==> config.mk <==
export PLATFORM = sky130hd
export DESIGN_NAME = transport_ctrl
export DESIGN_NICKNAME = d
export VERILOG_FILES = /design/src/rtl/transport_pkg.sv /design/src/rtl/transport_ctrl_play_addr_gen.sv /design/src/rtl/transport_ctrl.sv
export SDC_FILE = /design/constraint.sdc
export NUM_CORES = 1
export LEC_CHECK = 0
export CORE_MARGIN = 2
export CORE_UTILIZATION = 45
export CTS_BUF_LIST = sky130_fd_sc_hd__clkbuf_2
export DETAILED_ROUTE_END_ITERATION = 7
export MAX_ROUTING_LAYER = met4
export PLACE_DENSITY = 0.77
export REMOVE_ABC_BUFFERS = 1
export SLEW_MARGIN = 15
export SYNTH_ARGS = -nofsm -noshare
export SYNTH_HDL_FRONTEND = slang
export SYNTH_SLANG_ARGS = --single-unit
==> constraint.sdc <==
create_clock -name i_clk -period 7.22 [get_ports i_clk]
set_input_delay 1.444 -clock i_clk [delete_from_list [all_inputs] [get_ports i_clk]]
set_output_delay 1.444 -clock i_clk [all_outputs]
set_load 0.02 [all_outputs]
==> src/rtl/transport_pkg.sv <==
// Shared types and helpers for the record/playback transport controller.
package transport_pkg;

    // Wide enough for any factor up to 16; ports narrow this to SPD_W.
    localparam int SPD_MAX_W = 4;

    typedef enum logic [2:0] {
        ST_P_STOP  = 3'b000,
        ST_P_PLAY  = 3'b010,
        ST_P_PAUSE = 3'b011,
        ST_R_STOP  = 3'b100,
        ST_INIT    = 3'b101,
        ST_R_REC   = 3'b110,
        ST_R_PAUSE = 3'b111
    } state_t;

    typedef struct packed {
        logic                 fast;
        logic [SPD_MAX_W-1:0] mag;
    } speed_t;

    localparam speed_t                SPEED_X1 = '0;
    localparam logic [SPD_MAX_W-1:0]  MAG_ONE  = SPD_MAX_W'(1);

    // Speed moves one step along a line slow(max)..x1..fast(max); simultaneous keys cancel.
    function automatic speed_t next_speed(
        input speed_t      cur,
        input logic        fast,
        input logic        slow,
        input int unsigned max_factor
    );
        speed_t               nxt;
        logic [SPD_MAX_W-1:0] mag_max;
        nxt     = cur;
        mag_max = SPD_MAX_W'(max_factor - 1);
        if (fast && !slow) begin
            if (cur.mag == '0) begin
                nxt.fast = 1'b1;
                nxt.mag  = MAG_ONE;
            end else if (!cur.fast) begin
                nxt.mag = cur.mag - MAG_ONE;
            end else if (cur.mag < mag_max) begin
                nxt.mag = cur.mag + MAG_ONE;
            end
        end else if (slow && !fast) begin
            if (cur.mag == '0) begin
                nxt.fast = 1'b0;
                nxt.mag  = MAG_ONE;
            end else if (cur.fast) begin
                nxt.mag = cur.mag - MAG_ONE;
            end else if (cur.mag < mag_max) begin
                nxt.mag = cur.mag + MAG_ONE;
            end
        end
        if (nxt.mag == '0) begin
            nxt.fast = 1'b0;
        end
        return nxt;
    endfunction

endpackage

==> src/rtl/transport_ctrl_play_addr_gen.sv <==
// Speed-aware playback read-address and repeat-phase stepper with end-of-recording detection.
module play_addr_gen #(
    parameter int ADDR_W = 20,
    parameter int SPD_W  = 4
) (
    input  logic              clk,
    input  logic              rst_n,
    input  logic              clr,
    input  logic              step,
    input  logic              fast,
    input  logic [SPD_W-1:0]  mag,
    input  logic [ADDR_W:0]   rec_len,
    output logic [ADDR_W-1:0] addr,
    output logic [SPD_W-1:0]  phase,
    output logic              done
);

    logic [ADDR_W:0] addr_inc;
    logic [ADDR_W:0] addr_next;
    logic            advance;

    // In slow mode a word is repeated mag+1 times before the address moves on.
    // Using >= keeps the phase bounded if the slow factor drops mid-repeat.
    always_comb begin
        advance   = fast || (mag == '0) || (phase >= mag);
        addr_inc  = fast ? ((ADDR_W+1)'(mag) + (ADDR_W+1)'(1)) : (ADDR_W+1)'(1);
        addr_next = {1'b0, addr} + (advance ? addr_inc : '0);
    end

    assign done = step && (addr_next >= rec_len);

    always_ff @(posedge clk) begin
        if (!rst_n || clr) begin
            addr  <= '0;
            phase <= '0;
        end else if (step) begin
            if (done) begin
                addr  <= '0;
                phase <= '0;
            end else if (advance) begin
                addr  <= addr_next[ADDR_W-1:0];
                phase <= '0;
            end else begin
                phase <= phase + SPD_W'(1);
            end
        end
    end

endmodule

==> src/rtl/transport_ctrl.sv <==
// Record/playback transport controller: transport FSM, play speed register,
// record address/length tracking and playback address generation.
//   state      | meaning
//   ST_INIT    | waiting for codec init to finish
//   ST_P_STOP  | play side idle, speed selectable
//   ST_P_PLAY  | issuing read addresses on DSP requests
//   ST_P_PAUSE | playback position held
//   ST_R_STOP  | record side idle
//   ST_R_REC   | writing accepted samples to SRAM
//   ST_R_PAUSE | record position held
module transport_ctrl
    import transport_pkg::*;
#(
    parameter int ADDR_W     = 20,
    parameter int MAX_FACTOR = 8,
    parameter int SPD_W      = 4
) (
    input  logic              i_clk,
    input  logic              i_rst_n,
    input  logic              i_init_done,
    input  logic              i_mode,
    input  logic              i_play_rec,
    input  logic              i_stop,
    input  logic              i_fast,
    input  logic              i_slow,
    input  logic              i_rec_valid,
    input  logic              i_play_req,
    output logic [2:0]        o_state,
    output logic              o_speed_fast,
    output logic [SPD_W-1:0]  o_speed_mag,
    output logic [ADDR_W-1:0] o_rec_addr,
    output logic              o_rec_we,
    output logic [ADDR_W-1:0] o_play_addr,
    output logic              o_play_addr_valid,
    output logic [SPD_W-1:0]  o_play_phase,
    output logic [ADDR_W:0]   o_rec_len,
    output logic              o_full,
    output logic              o_play_done
);

    state_t            state;
    state_t            state_nxt;
    speed_t            speed;
    speed_t            speed_nxt;
    speed_t            speed_key;
    logic [ADDR_W-1:0] rec_addr;
    logic [ADDR_W-1:0] rec_addr_nxt;
    logic [ADDR_W:0]   rec_len;
    logic [ADDR_W:0]   rec_len_nxt;
    logic [ADDR_W:0]   rec_len_wr;
    logic              rec_full;
    logic              play_step;
    logic              play_clr;
    logic              play_done;

    assign o_rec_we  = i_rst_n && (state == ST_R_REC) && i_rec_valid;
    assign rec_full  = o_rec_we && (&rec_addr);
    assign play_step = i_rst_n && (state == ST_P_PLAY) && i_play_req;
    assign play_clr  = i_stop && (state != ST_INIT);
    assign speed_key = next_speed(speed, i_fast, i_slow, MAX_FACTOR);

    // A word written in the cycle recording ends still counts toward the length.
    assign rec_len_wr = {1'b0, rec_addr} + (ADDR_W+1)'(o_rec_we);

    always_comb begin
        state_nxt    = state;
        speed_nxt    = speed;
        rec_addr_nxt = rec_addr;
        rec_len_nxt  = rec_len;
        case (state)
            ST_INIT: begin
                if (i_init_done) begin
                    state_nxt = i_mode ? ST_R_STOP : ST_P_STOP;
                end
            end
            ST_P_STOP: begin
                if (i_mode) begin
                    state_nxt = ST_R_STOP;
                end else if (!i_stop) begin
                    if (i_play_rec) begin
                        if (rec_len != '0) begin
                            state_nxt = ST_P_PLAY;
                        end
                    end else begin
                        speed_nxt = speed_key;
                    end
                end
            end
            ST_P_PLAY: begin
                if (i_stop || play_done) begin
                    state_nxt = ST_P_STOP;
                end else if (i_play_rec) begin
                    state_nxt = ST_P_PAUSE;
                end else begin
                    speed_nxt = speed_key;
                end
            end
            ST_P_PAUSE: begin
                if (i_stop) begin
                    state_nxt = ST_P_STOP;
                end else if (i_play_rec) begin
                    state_nxt = ST_P_PLAY;
                end else begin
                    speed_nxt = speed_key;
                end
            end
            ST_R_STOP: begin
                if (!i_mode) begin
                    state_nxt = ST_P_STOP;
                end else if (!i_stop && i_play_rec) begin
                    state_nxt = ST_R_REC;
                end
            end
            ST_R_REC: begin
                if (rec_full || i_stop) begin
                    state_nxt    = ST_R_STOP;
                    rec_len_nxt  = rec_len_wr;
                    rec_addr_nxt = '0;
                end else begin
                    if (o_rec_we) begin
                        rec_addr_nxt = rec_addr + ADDR_W'(1);
                    end
                    if (i_play_rec) begin
                        state_nxt = ST_R_PAUSE;
                    end
                end
            end
            ST_R_PAUSE: begin
                if (i_stop) begin
                    state_nxt    = ST_R_STOP;
                    rec_len_nxt  = {1'b0, rec_addr};
                    rec_addr_nxt = '0;
                end else if (i_play_rec) begin
                    state_nxt = ST_R_REC;
                end
            end
            default: begin
                state_nxt = ST_INIT;
            end
        endcase
        // Bit 2 set covers INIT and every record-side state.
        if (state_nxt[2] || ((state_nxt == ST_P_STOP) && (state != ST_P_STOP))) begin
            speed_nxt = SPEED_X1;
        end
    end

    always_ff @(posedge i_clk) begin
        if (!i_rst_n) begin
            state    <= ST_INIT;
            speed    <= SPEED_X1;
            rec_addr <= '0;
            rec_len  <= '0;
        end else begin
            state    <= state_nxt;
            speed    <= speed_nxt;
            rec_addr <= rec_addr_nxt;
            rec_len  <= rec_len_nxt;
        end
    end

    play_addr_gen #(
        .ADDR_W (ADDR_W),
        .SPD_W  (SPD_W)
    ) u_play_addr_gen (
        .clk     (i_clk),
        .rst_n   (i_rst_n),
        .clr     (play_clr),
        .step    (play_step),
        .fast    (speed.fast),
        .mag     (SPD_W'(speed.mag)),
        .rec_len (rec_len),
        .addr    (o_play_addr),
        .phase   (o_play_phase),
        .done    (play_done)
    );

    assign o_state           = state;
    assign o_speed_fast      = speed.fast;
    assign o_speed_mag       = SPD_W'(speed.mag);
    assign o_rec_addr        = rec_addr;
    assign o_rec_len         = rec_len;
    assign o_play_addr_valid = play_step;
    assign o_full            = rec_full;
    assign o_play_done       = play_done;

endmodule

# Word-level counts from Yosys, hierarchy flattened
# Cells that the tools add are included.
[word_totals]
regBits = 73
latch_bits = 0
romBits = 0
ram_bits = 0
inputBits = 10
memories = 0
[classes]
shift = 0
n_div = 0
n_mul = 0
n_reduce_logical = 36
n_addsub = 7
bitwise_logic = 1
eq_ne = 12
n_lt_le_gt_ge = 3
muxes = 45
[op_table]
columns = ["cell", "count"]
rows = [
  ["2-to-1 mux 20 bit", 5],
  ["2-to-1 mux 21 bit", 4],
  ["2-to-1 mux 3 bit", 16],
  ["case mux 21 bit (2 select lines)", 1],
  ["case mux 20 bit (2 select lines)", 1],
  ["2-to-1 mux 5 bit", 6],
  ["2-to-1 mux 4 bit", 7],
  ["adder 20 x 1 -> 21 bit", 1],
  ["adder 20 x 21 -> 21 bit", 1],
  ["greater-or-equal comparator 21 bit", 1],
  ["case mux 3 bit (7 select lines)", 1],
  ["nonzero test 21 bit", 1],
  ["adder 20 x 1 -> 20 bit (second input constant)", 1],
  ["AND reduction 20 bit", 1],
  ["case mux 5 bit (3 select lines)", 1],
  ["equality test 3 bit (second input constant)", 4],
  ["logical AND 1 bit", 11],
  ["AND reduction 3 bit", 3],
  ["adder 4 x 1 -> 4 bit (second input constant)", 2],
  ["logical NOT 4 bit", 2],
  ["equality test 3 x 2 -> 1 bit (second input constant)", 2],
  ["logical NOT 3 bit", 2],
  ["logical OR 1 bit", 6],
  ["!= test 2 bit (second input constant)", 3],
  ["other kinds (14)", 21],
]

# Depth between registers and ports, before layout
# Gate-level depths: netlist of the first run.
[depth]
depth_word = 14
depth_mapped = 26
depth_no_buf = 24

# Modules after synthesis
# A second synthesis of the first run with hierarchy kept.
[hier_totals]
cells_unflattened = 672
hier_area_um2 = 5332.6
[by_module_without_submodules]
columns = ["mod", "seq_area_each_um2", "area_each_um2", "cells_each", "n_inst"]
rows = [
  ["transport_ctrl", 980.9, 3046.7, 383, 1],
  ["play_addr_gen", 480.5, 2285.9, 289, 1],
]

# Worst setup path before layout of the first run
# OpenSTA, ideal clock, no wires.
[synth_path]
kind = "reg-to-output"
startpoint = "reg u_play_addr_gen.phase[0]"
endpoint = "out o_play_done"
setup_slack_ps = 1379
stages_incl_launch_ff = 24
n_path_buf = 0
t_arrival_ps = 4397
cell_sequence = "dfxtp_1 inv_1 ha_1 nand2b_1 a21o_1 a21o_1 a2111oi_0 a21oi_1 ha_1 inv_1 fa_1 nor2b_1 o21ai_0 a21boi_0 o2111a_1 nand3_1 xnor2_1 ha_1 a21o_1 a21o_1 a221oi_2 nand4_1 nand2_1 inv_1"
[synth_via]
elab_chain_cells = 6
[synth_lines]
columns = ["element", "line_no", "text"]
rows = [
  ["from (decl)", "transport_ctrl_play_addr_gen.sv:14", "output logic [SPD_W-1:0] phase,"],
  ["from (signal assigned)", "transport_ctrl_play_addr_gen.sv:44", "phase <= phase + SPD_W'(1);"],
  ["greater-or-equal comparator 4 bit", "transport_ctrl_play_addr_gen.sv:25", "advance = fast || (mag == '0) || (phase >= mag);"],
  ["logical OR 1 bit", "transport_ctrl_play_addr_gen.sv:25", ""],
  ["2-to-1 mux 21 bit", "transport_ctrl_play_addr_gen.sv:27", "addr_next = {1'b0, addr} + (advance ? addr_inc : '0);"],
  ["adder 20 x 21 -> 21 bit", "transport_ctrl_play_addr_gen.sv:27", ""],
  ["greater-or-equal comparator 21 bit", "transport_ctrl_play_addr_gen.sv:30", "assign done = step && (addr_next >= rec_len);"],
  ["logical AND 1 bit", "transport_ctrl_play_addr_gen.sv:30", ""],
  ["to (decl)", "transport_ctrl.sv:38", "output logic o_play_done"],
]
# Every way passes these cells.

# Worst setup path after layout of the first run
[layout_path]
startpoint = "reg speed (netlist bit o_speed_mag[0])"
endpoint = "out o_play_done"
[layout_via]
elab_chain_cells = 7
elab_cells_between_ends = 10
[layout_lines]
columns = ["element", "line_no", "text"]
rows = [
  ["from (decl)", "transport_ctrl.sv:43", "speed_t speed;"],
  ["from (signal assigned)", "transport_ctrl.sv:155", "speed <= speed_nxt;"],
  ["parallel branches: the longest is 3 deep, another holds adder 4 x 1 -> 5 bit", "n/a", ""],
  ["2-to-1 mux 21 bit *", "transport_ctrl_play_addr_gen.sv:27", ""],
  ["adder 20 x 21 -> 21 bit *", "transport_ctrl_play_addr_gen.sv:27", ""],
  ["greater-or-equal comparator 21 bit *", "transport_ctrl_play_addr_gen.sv:30", ""],
  ["logical AND 1 bit *", "transport_ctrl_play_addr_gen.sv:30", ""],
]
# Every way passes the cells marked *.

==> results of run 1 <==
==> cells by family (layout without fill, tap and decap cells) <==
| kind of cell | after synthesis | in the layout | synth area share |
|---|---|---|---|
| and+or+nand+nor | 217 | 217 | 0.229 |
| muxes | 7 | 7 | 0.0141 |
| xor gates and xnor gates | 58 | 58 | 0.102 |
| AOI/OAI and AO/OA | 123 | 123 | 0.191 |
| buffers and inverters | 77 | 151 | 0.0698 |
| adders and majority gates | 39 | 39 | 0.0998 |
| DFF | 73 | 73 | 0.294 |
==> timing repair <==
item / CTS / global route
setup endpoints to repair: 1 / 1
hold endpoints to repair: 0 / 0
pin swaps: 1 / 2
hold buffers: 0 / 0
resized for setup: 7 / 7
setup buffers: 0 / 3
==> worst min path at each step <==
stage                                 start                       to  slack, ns  cells after the start
finish              u_play_addr_gen.addr[4]  u_play_addr_gen.addr[4]       0.55                      1
global route        u_play_addr_gen.addr[4]  u_play_addr_gen.addr[4]       0.59                      1
CTS                 u_play_addr_gen.addr[4]  u_play_addr_gen.addr[4]       0.56                      1
detailed placement  u_play_addr_gen.addr[4]  u_play_addr_gen.addr[4]       0.52                      1
global placement    u_play_addr_gen.addr[4]  u_play_addr_gen.addr[4]       0.51                      1
floorplan                     o_rec_len[20]            o_rec_len[20]       0.58                      2
==> cell type report <==
| cell class | count | share of cell area |
|---|---|---|
| multi-input combinational | 444 | 0.530 |
| sequential | 73 | 0.246 |
| timing repair buffer | 92 | 0.152 |
| tap | 140 | 0.0292 |
| inverter | 43 | 0.0272 |
| clock inverter | 7 | 0.00898 |
| clock buffer | 9 | 0.00752 |
==> power by group through the flow <==
stage | registers [mW] | clock network (mW) | logic, mW
2_1_floorplan | 0.419 | 0 | 0.0238
6_report | 0.410 | 0.213 | 0.0475
3_5_place_dp | 0.418 | 0 | 0.0457
3_3_place_gp | 0.418 | 0 | 0.0446
4_1_cts | 0.410 | 0.217 | 0.0464
5_1_grt | 0.410 | 0.235 | 0.0520
==> cell usage in the layout (no fill, tap or decap), drive strengths merged, types with 3 or more instances in the layout <==
| cell type | synthesis | final |
|---|---|---|
| a21boi | 3 | 3 |
| a21o | 10 | 10 |
| a21oi | 11 | 11 |
| a22o | 15 | 15 |
| and2 | 4 | 4 |
| and3 | 15 | 15 |
| and4 | 3 | 3 |
| buf | 16 | 6 |
| clkbuf | 18 | 9 |
| clkdlybuf4s50 | 0 | 85 |
| clkinvlp | 0 | 3 |
| dfxtp | 73 | 73 |
| ha | 38 | 38 |
| inv | 42 | 45 |
| mux2i | 7 | 7 |
| nand2 | 53 | 53 |
| nand2b | 4 | 4 |
| nand3 | 17 | 17 |
| nand3b | 5 | 5 |
| nand4 | 22 | 22 |
| nor2 | 50 | 50 |
| nor2b | 9 | 9 |
| nor3 | 15 | 15 |
| nor3b | 3 | 3 |
| nor4 | 7 | 7 |
| o211a | 20 | 20 |
| o211ai | 8 | 8 |
| o21a | 3 | 3 |
| o21ai | 20 | 20 |
| o22ai | 7 | 7 |
| o31ai | 4 | 4 |
| xnor2 | 33 | 33 |
| xor2 | 25 | 25 |
==> state kept, by name, summed over array words and instances, names as in the netlist <==
signal	flops
o_rec_addr	20
o_rec_len	21
o_speed_fast	1
o_speed_mag	4
o_state	3
u_play_addr_gen.addr	20
u_play_addr_gen.phase	4
==> worst max-delay path: stages (launching register included) <==
cell and delay, ns:
dfxtp_4 0.44, ha_1 0.29, nand2b_1 0.13, a21o_1 0.17
a21o_1 0.19, a2111oi_2 0.39, a21oi_1 0.08, ha_1 0.21
inv_1 0.07, fa_1 0.20, nor2b_1 0.05, o21ai_1 0.15
a21boi_1 0.12, o2111a_1 0.32, nand3_1 0.12, xnor2_1 0.16
ha_1 0.30, a21o_1 0.17, a21o_1 0.18, a221oi_2 0.26
nand4_1 0.27, nand2_2 0.17, inv_1 0.04, dlymetal6s2s_1 0.20
==> metal layers <==
layer  global-route usage  wire length (um)  up-vias
met5                    -                 0        -
met4               0.0870               248        0
met3               0.0293               654       25
met2                0.368              6020      155
met1                0.298              5880     2194
li1                     -                 -     2256
==> out/metrics.yaml, run 1 <==
synth:
  netlist_top_cells_area: "dfxtp_1, ha_1, xnor2_1"
  yosysWarnings: 0
  netlist_area_um2: 4960
  synth_cells: 594
  yosysSeqAreaShare: 0.294
  synthFlopType: "dfxtp_1"
  async_reset_ff_frac: 0
  yosys.cell_types.count: 62
  netlist.area_leader.share: 0.294
  synth-seq-cells: 73
  synth_most_common_cell: "dfxtp_1"
  synth_area_per_cell_um2: 8.36
  synth_edf_count: 0
  yosys.area.top_type: "dfxtp_1"
  yosys-top-cells-count: "dfxtp_1, nand2_1, inv_1, nor2_1, ha_1"
clocking:
  numClockSinks: 73
  clock_latency_ns: 0.55
  cts_root_buffer: "clkbuf_2"
  cts_tree: "yes"
  numCtsBuffers: 9
  clockBufferDepth: 2
  clk_pin_slew_worst_paths_ns: 0.24
  h-tree-depth: 3
layout:
  drive_above_1_share: 0.0734
  post-route-cell-area_um2: 5990
  multi_input_area_um2: 3170
  layout.area.seq_um2: 1470
  fillCellCount: 990
  synthToLayoutAreaGrowth_pct: 20.7
  final_util: 0.555
  fin_nets: 712
  stdcell_count: 808
  num_antenna_cells: 0
placed_design:
  place_ws_ns: 0.389
  place_inst: 789
  hpwl_um: 9520
  placed_area_um2: 5840
  gp_congestion: 0.892
  port-buffer-count: 86
global_routing:
  grt.overflow.total: 0
  grt_antenna_before_repair: 0
  grt_max_degree: 44
  grt_use_total: 0.231
  first_global_vias: 4421
  grt_pass1_wl_um: 21200
run:
  cap_violations: 0
critical_path:
  r2r.worst_path.cells: 24
  critPathArrivalTime_ns: 5.23
  worstSetupPathType: "flop to output port"
  critPathLaunchType: "flop"
  reg2reg_slack_ns: 1.62
  endpoint_kind: "output port"
  r2r_start: "o_speed_mag[0]"
  worstReg2RegEnd: "o_speed_fast"
  cp-endpoint: "o_play_done"
  cp_max_fo: 13
  crit_required_ns: 5.78
  setup.worst_path.start: "o_speed_mag[0]"
power:
  peakVddDrop_mv: 0.0609
  switching_share: 0.295
  power.internal_mw: 0.473
  seqPwrFrac: 0.611
  p_leak_nw: 2.51
  clkPwrFrac: 0.318
  pwr-share-comb: 0.071
  p_per_area_nw_per_um2: 112
  p_sw_mw: 0.198
  total_power_mw: 0.670
timing:
  final-hold-violation-count: 0
  max_slew_margin: 0.503
  fin_tns_setup_ns: 0
  fmax_mhz: 150
  fin_crit_sh: 0.925
  rsz0062_at_grt: "no"
  fin_ws_ns: 0.541
  worst_pin_slew_ns: 0.746
  finClkSkew_ns: 0.0326
  finalSetupViolations: 0
  post-route-min-period_ns: 6.68
  maxSlewViolCount: 0
  whs_ns: 0.555
min_path:
  worst_hold_path_type: "flop to flop"
die:
  dieArea_um2: 11900
  design.portCount: 87
  die_x_um: 109
  rows: 38
  core_um2: 10800
  initial_core_util: 0.460
  die_y_um: 109
drt:
  first_iter_violations: 313
  ant_nets: 0
  drc: 0
  dr.pass1.iters: 5
  vias_per_cell: 5.73
  totalWireLength_um: 12800
  vias: 4630
  wl_per_cell_um: 15.8
run_status:
  status: "finished clean"
Note: power is estimated with default switching activity, not from simulation.
==> run 2, diff against run 1 <==
CORE_MARGIN = default   (was 2)
CORE_UTILIZATION = 35   (was 45)
PLACE_DENSITY = 0.64   (was 0.77)
==> out/metrics.yaml, run 2 (synthesis gave the netlist of run 1 again) <==
layout:
  stdcell_count: 845  # +4.6%
  final_cell_mix: "clkdlybuf4s50_1, dfxtp_1, nand2_1"
  fin_nets: 710  # -0.28%
  largest_register_ffs: 21  # unchanged
  post-route-cell-area_um2: 6040  # +0.90%
  drive_above_1_share: 0.0722  # -0.00117
  final_util: 0.435  # -0.120
  final_common_cell: "clkdlybuf4s50_1"
  synthToLayoutAreaGrowth_pct: 21.8
  num_antenna_cells: 0  # unchanged
die:
  rows: 43  # +13%
  design.portCount: 87  # unchanged
  initial_core_util: 0.358  # -0.102
  dieArea_um2: 14700  # +23%
  die_x_um: 121  # +11%
  die_y_um: 121  # +11%
  core_um2: 13900  # +29%
timing:
  max_slew_margin: 0.493  # -0.0100
  whs_ns: 0.556  # +0.000732 ns
  fmax_mhz: 151  # +0.59%
  finalSetupViolations: 0  # unchanged
  worst_pin_slew_ns: 0.761  # +0.0150 ns
  finClkSkew_ns: 0.0398  # +0.00728 ns
  fin_ws_ns: 0.581  # +0.0392 ns
  final-hold-violation-count: 0  # unchanged
  maxSlewViolCount: 0  # unchanged
  rsz0062_at_grt: "no"
  post-route-min-period_ns: 6.64  # -0.0392 ns
  fin_tns_setup_ns: 0  # unchanged
  fin_crit_sh: 0.920  # -0.00543
global_routing:
  grt_use_total: 0.189  # -0.0415
  grt_max_degree: 44  # unchanged
  first_global_vias: 4240  # -4.1%
  grt.overflow.total: 0  # unchanged
  grt_pass1_wl_um: 21200  # +0.23%
  grt_antenna_before_repair: 0  # unchanged
drt:
  vias_per_cell: 5.35  # -6.6%
  vias: 4521  # -2.4%
  first_iter_violations: 333  # +6.4%
  wl_per_cell_um: 15.5  # -2.2%
  dr.pass1.iters: 5  # unchanged
  ant_nets: 0  # unchanged
  totalWireLength_um: 13100  # +2.3%
  drc: 0  # unchanged
critical_path:
  path_depth: 22  # -4.3%
  cp_max_fo: 8  # -5
  worstReg2RegEnd: "u_play_addr_gen.addr[2]"
  r2r.worst_path.cells: 23  # -4.2%
  reg2reg_slack_ns: 1.65  # +0.03 ns
  worstSetupPathType: "flop to output port"
  cp-endpoint: "o_play_done"
  setup.worst_path.start: "u_play_addr_gen.phase[0]"
  critPathArrivalTime_ns: 5.20  # -0.03 ns
  crit_required_ns: 5.78  # about the same
  critPathLaunchType: "flop"
  critPathMaxStageDelay_ns: 0.42  # -0.02 ns
  endpoint_kind: "output port"
  cp_slowest_cell: "dfxtp_2"
  crit_chain: "inv_1 > ha_1 > nand2b_1 > a21o_1 > a21o_1 > a2111oi_2 > a21oi_1 > ha_1 > a21o_1 > a21oi_1 > o21ai_0 > o2111a_1 > and3_1 > xor2_1 > ha_1 > nand4_1 > nor2_1 > a221oi_2 > nand4_1 > nand2_2 > inv_1 > dlymetal6s2s_1"
  critPathTopFamily: "compound AO/OA/AOI/OAI gates"
  critical_path_buf_inv_count: 3  # unchanged
  r2r_start: "u_play_addr_gen.phase[0]"
clocking:
  numClockSinks: 73  # unchanged
  hold_buffers: 0  # unchanged
  numCtsBuffers: 9  # unchanged
  cts_root_buffer: "clkbuf_2"
  h-tree-depth: 3  # unchanged
  clock_latency_ns: 0.58  # +0.03 ns
  clk_pin_slew_worst_paths_ns: 0.22  # -0.02 ns
  cts_tree: "yes"
  clockBufferDepth: 2  # unchanged
placed_design:
  gp_congestion: 0.857  # -4.0%
  place_inst: 829  # +5.1%
  placed_area_um2: 5890  # +0.86%
  place_ws_ns: 0.374  # -0.0153 ns
  port-buffer-count: 86  # unchanged
  hpwl_um: 9900  # +4.0%
run_status:
  status: "finished clean"
run:
  cap_violations: 0  # unchanged
power:
  peakVddDrop_mv: 0.0649  # +6.4%
  p_per_area_nw_per_um2: 116  # +3.7%
  p_leak_nw: 2.52  # +0.26%
  total_power_mw: 0.701  # +4.6%
min_path:
  worst_hold_path_type: "flop to flop"
-- run 2: changes by cell type in the layout (fill, tap and decap cells not counted) --
cell | previous run | this run
inv_6 | 3 | 1
a211oi_2 | 0 | 1
clkinv_4 | 0 | 2
a211oi_1 | 2 | 1
dfxtp_2 | 3 | 4
o21a_2 | 0 | 1
clkinvlp_4 | 3 | 1
bufinv_16 | 0 | 1
dfxtp_4 | 2 | 1
buf_4 | 6 | 4
o21a_1 | 3 | 2
-- run 2: final cells by class --
cell class	count	area, um^2
inverter	43	163
tap	180	225
fill	1396	7840
clock inverter	6	68.8
clock buffer	9	45.0
sequential	73	1470
multi-input combinational	444	3180
timing repair buffer	90	893
-- run 2: worst min-delay path by stage --
| stage | start | end | slack, ns | cells after the start |
|---|---|---|---|---|
| final | o_rec_len[20] | o_rec_len[20] | 0.56 | 2 |
| after global routing | u_play_addr_gen.addr[2] | u_play_addr_gen.addr[2] | 0.60 | 1 |
| after CTS | o_rec_addr[7] | o_rec_addr[7] | 0.56 | 2 |
| after detailed placement | u_play_addr_gen.addr[4] | u_play_addr_gen.addr[4] | 0.52 | 1 |
| after global placement | u_play_addr_gen.addr[4] | u_play_addr_gen.addr[4] | 0.51 | 1 |
| after floorplan | o_rec_len[20] | o_rec_len[20] | 0.58 | 2 |
-- run 2: tightest hold or removal path, cell delays in order, from the launching register on --
cell and delay [ns]:
dfxtp_1 0.40, nand2b_1 0.08, a21boi_0 0.07
-- run 2: metal layers --
layer,up-vias,share of wire,track usage
met3,18,0.044,0.0357
met1,2113,0.48,0.245
met4,0,0.017,0.0625
met5,-,0,-
met2,121,0.45,0.296
li1,2269,-,-
-- run 2: where the power goes --
group          switching (mW)  internal, mW  total (mW)
registers             0.00448         0.405       0.410
clock network           0.164        0.0797       0.244
logic                  0.0278        0.0195      0.0473
total                   0.197         0.505       0.701
-- run 2: repair_timing --
action,4_1_cts,5_1_grt
resized for setup,7,8
pin swaps,1,1
setup endpoints to repair,1,1
buffers inserted,1,0
gates cloned,0,0
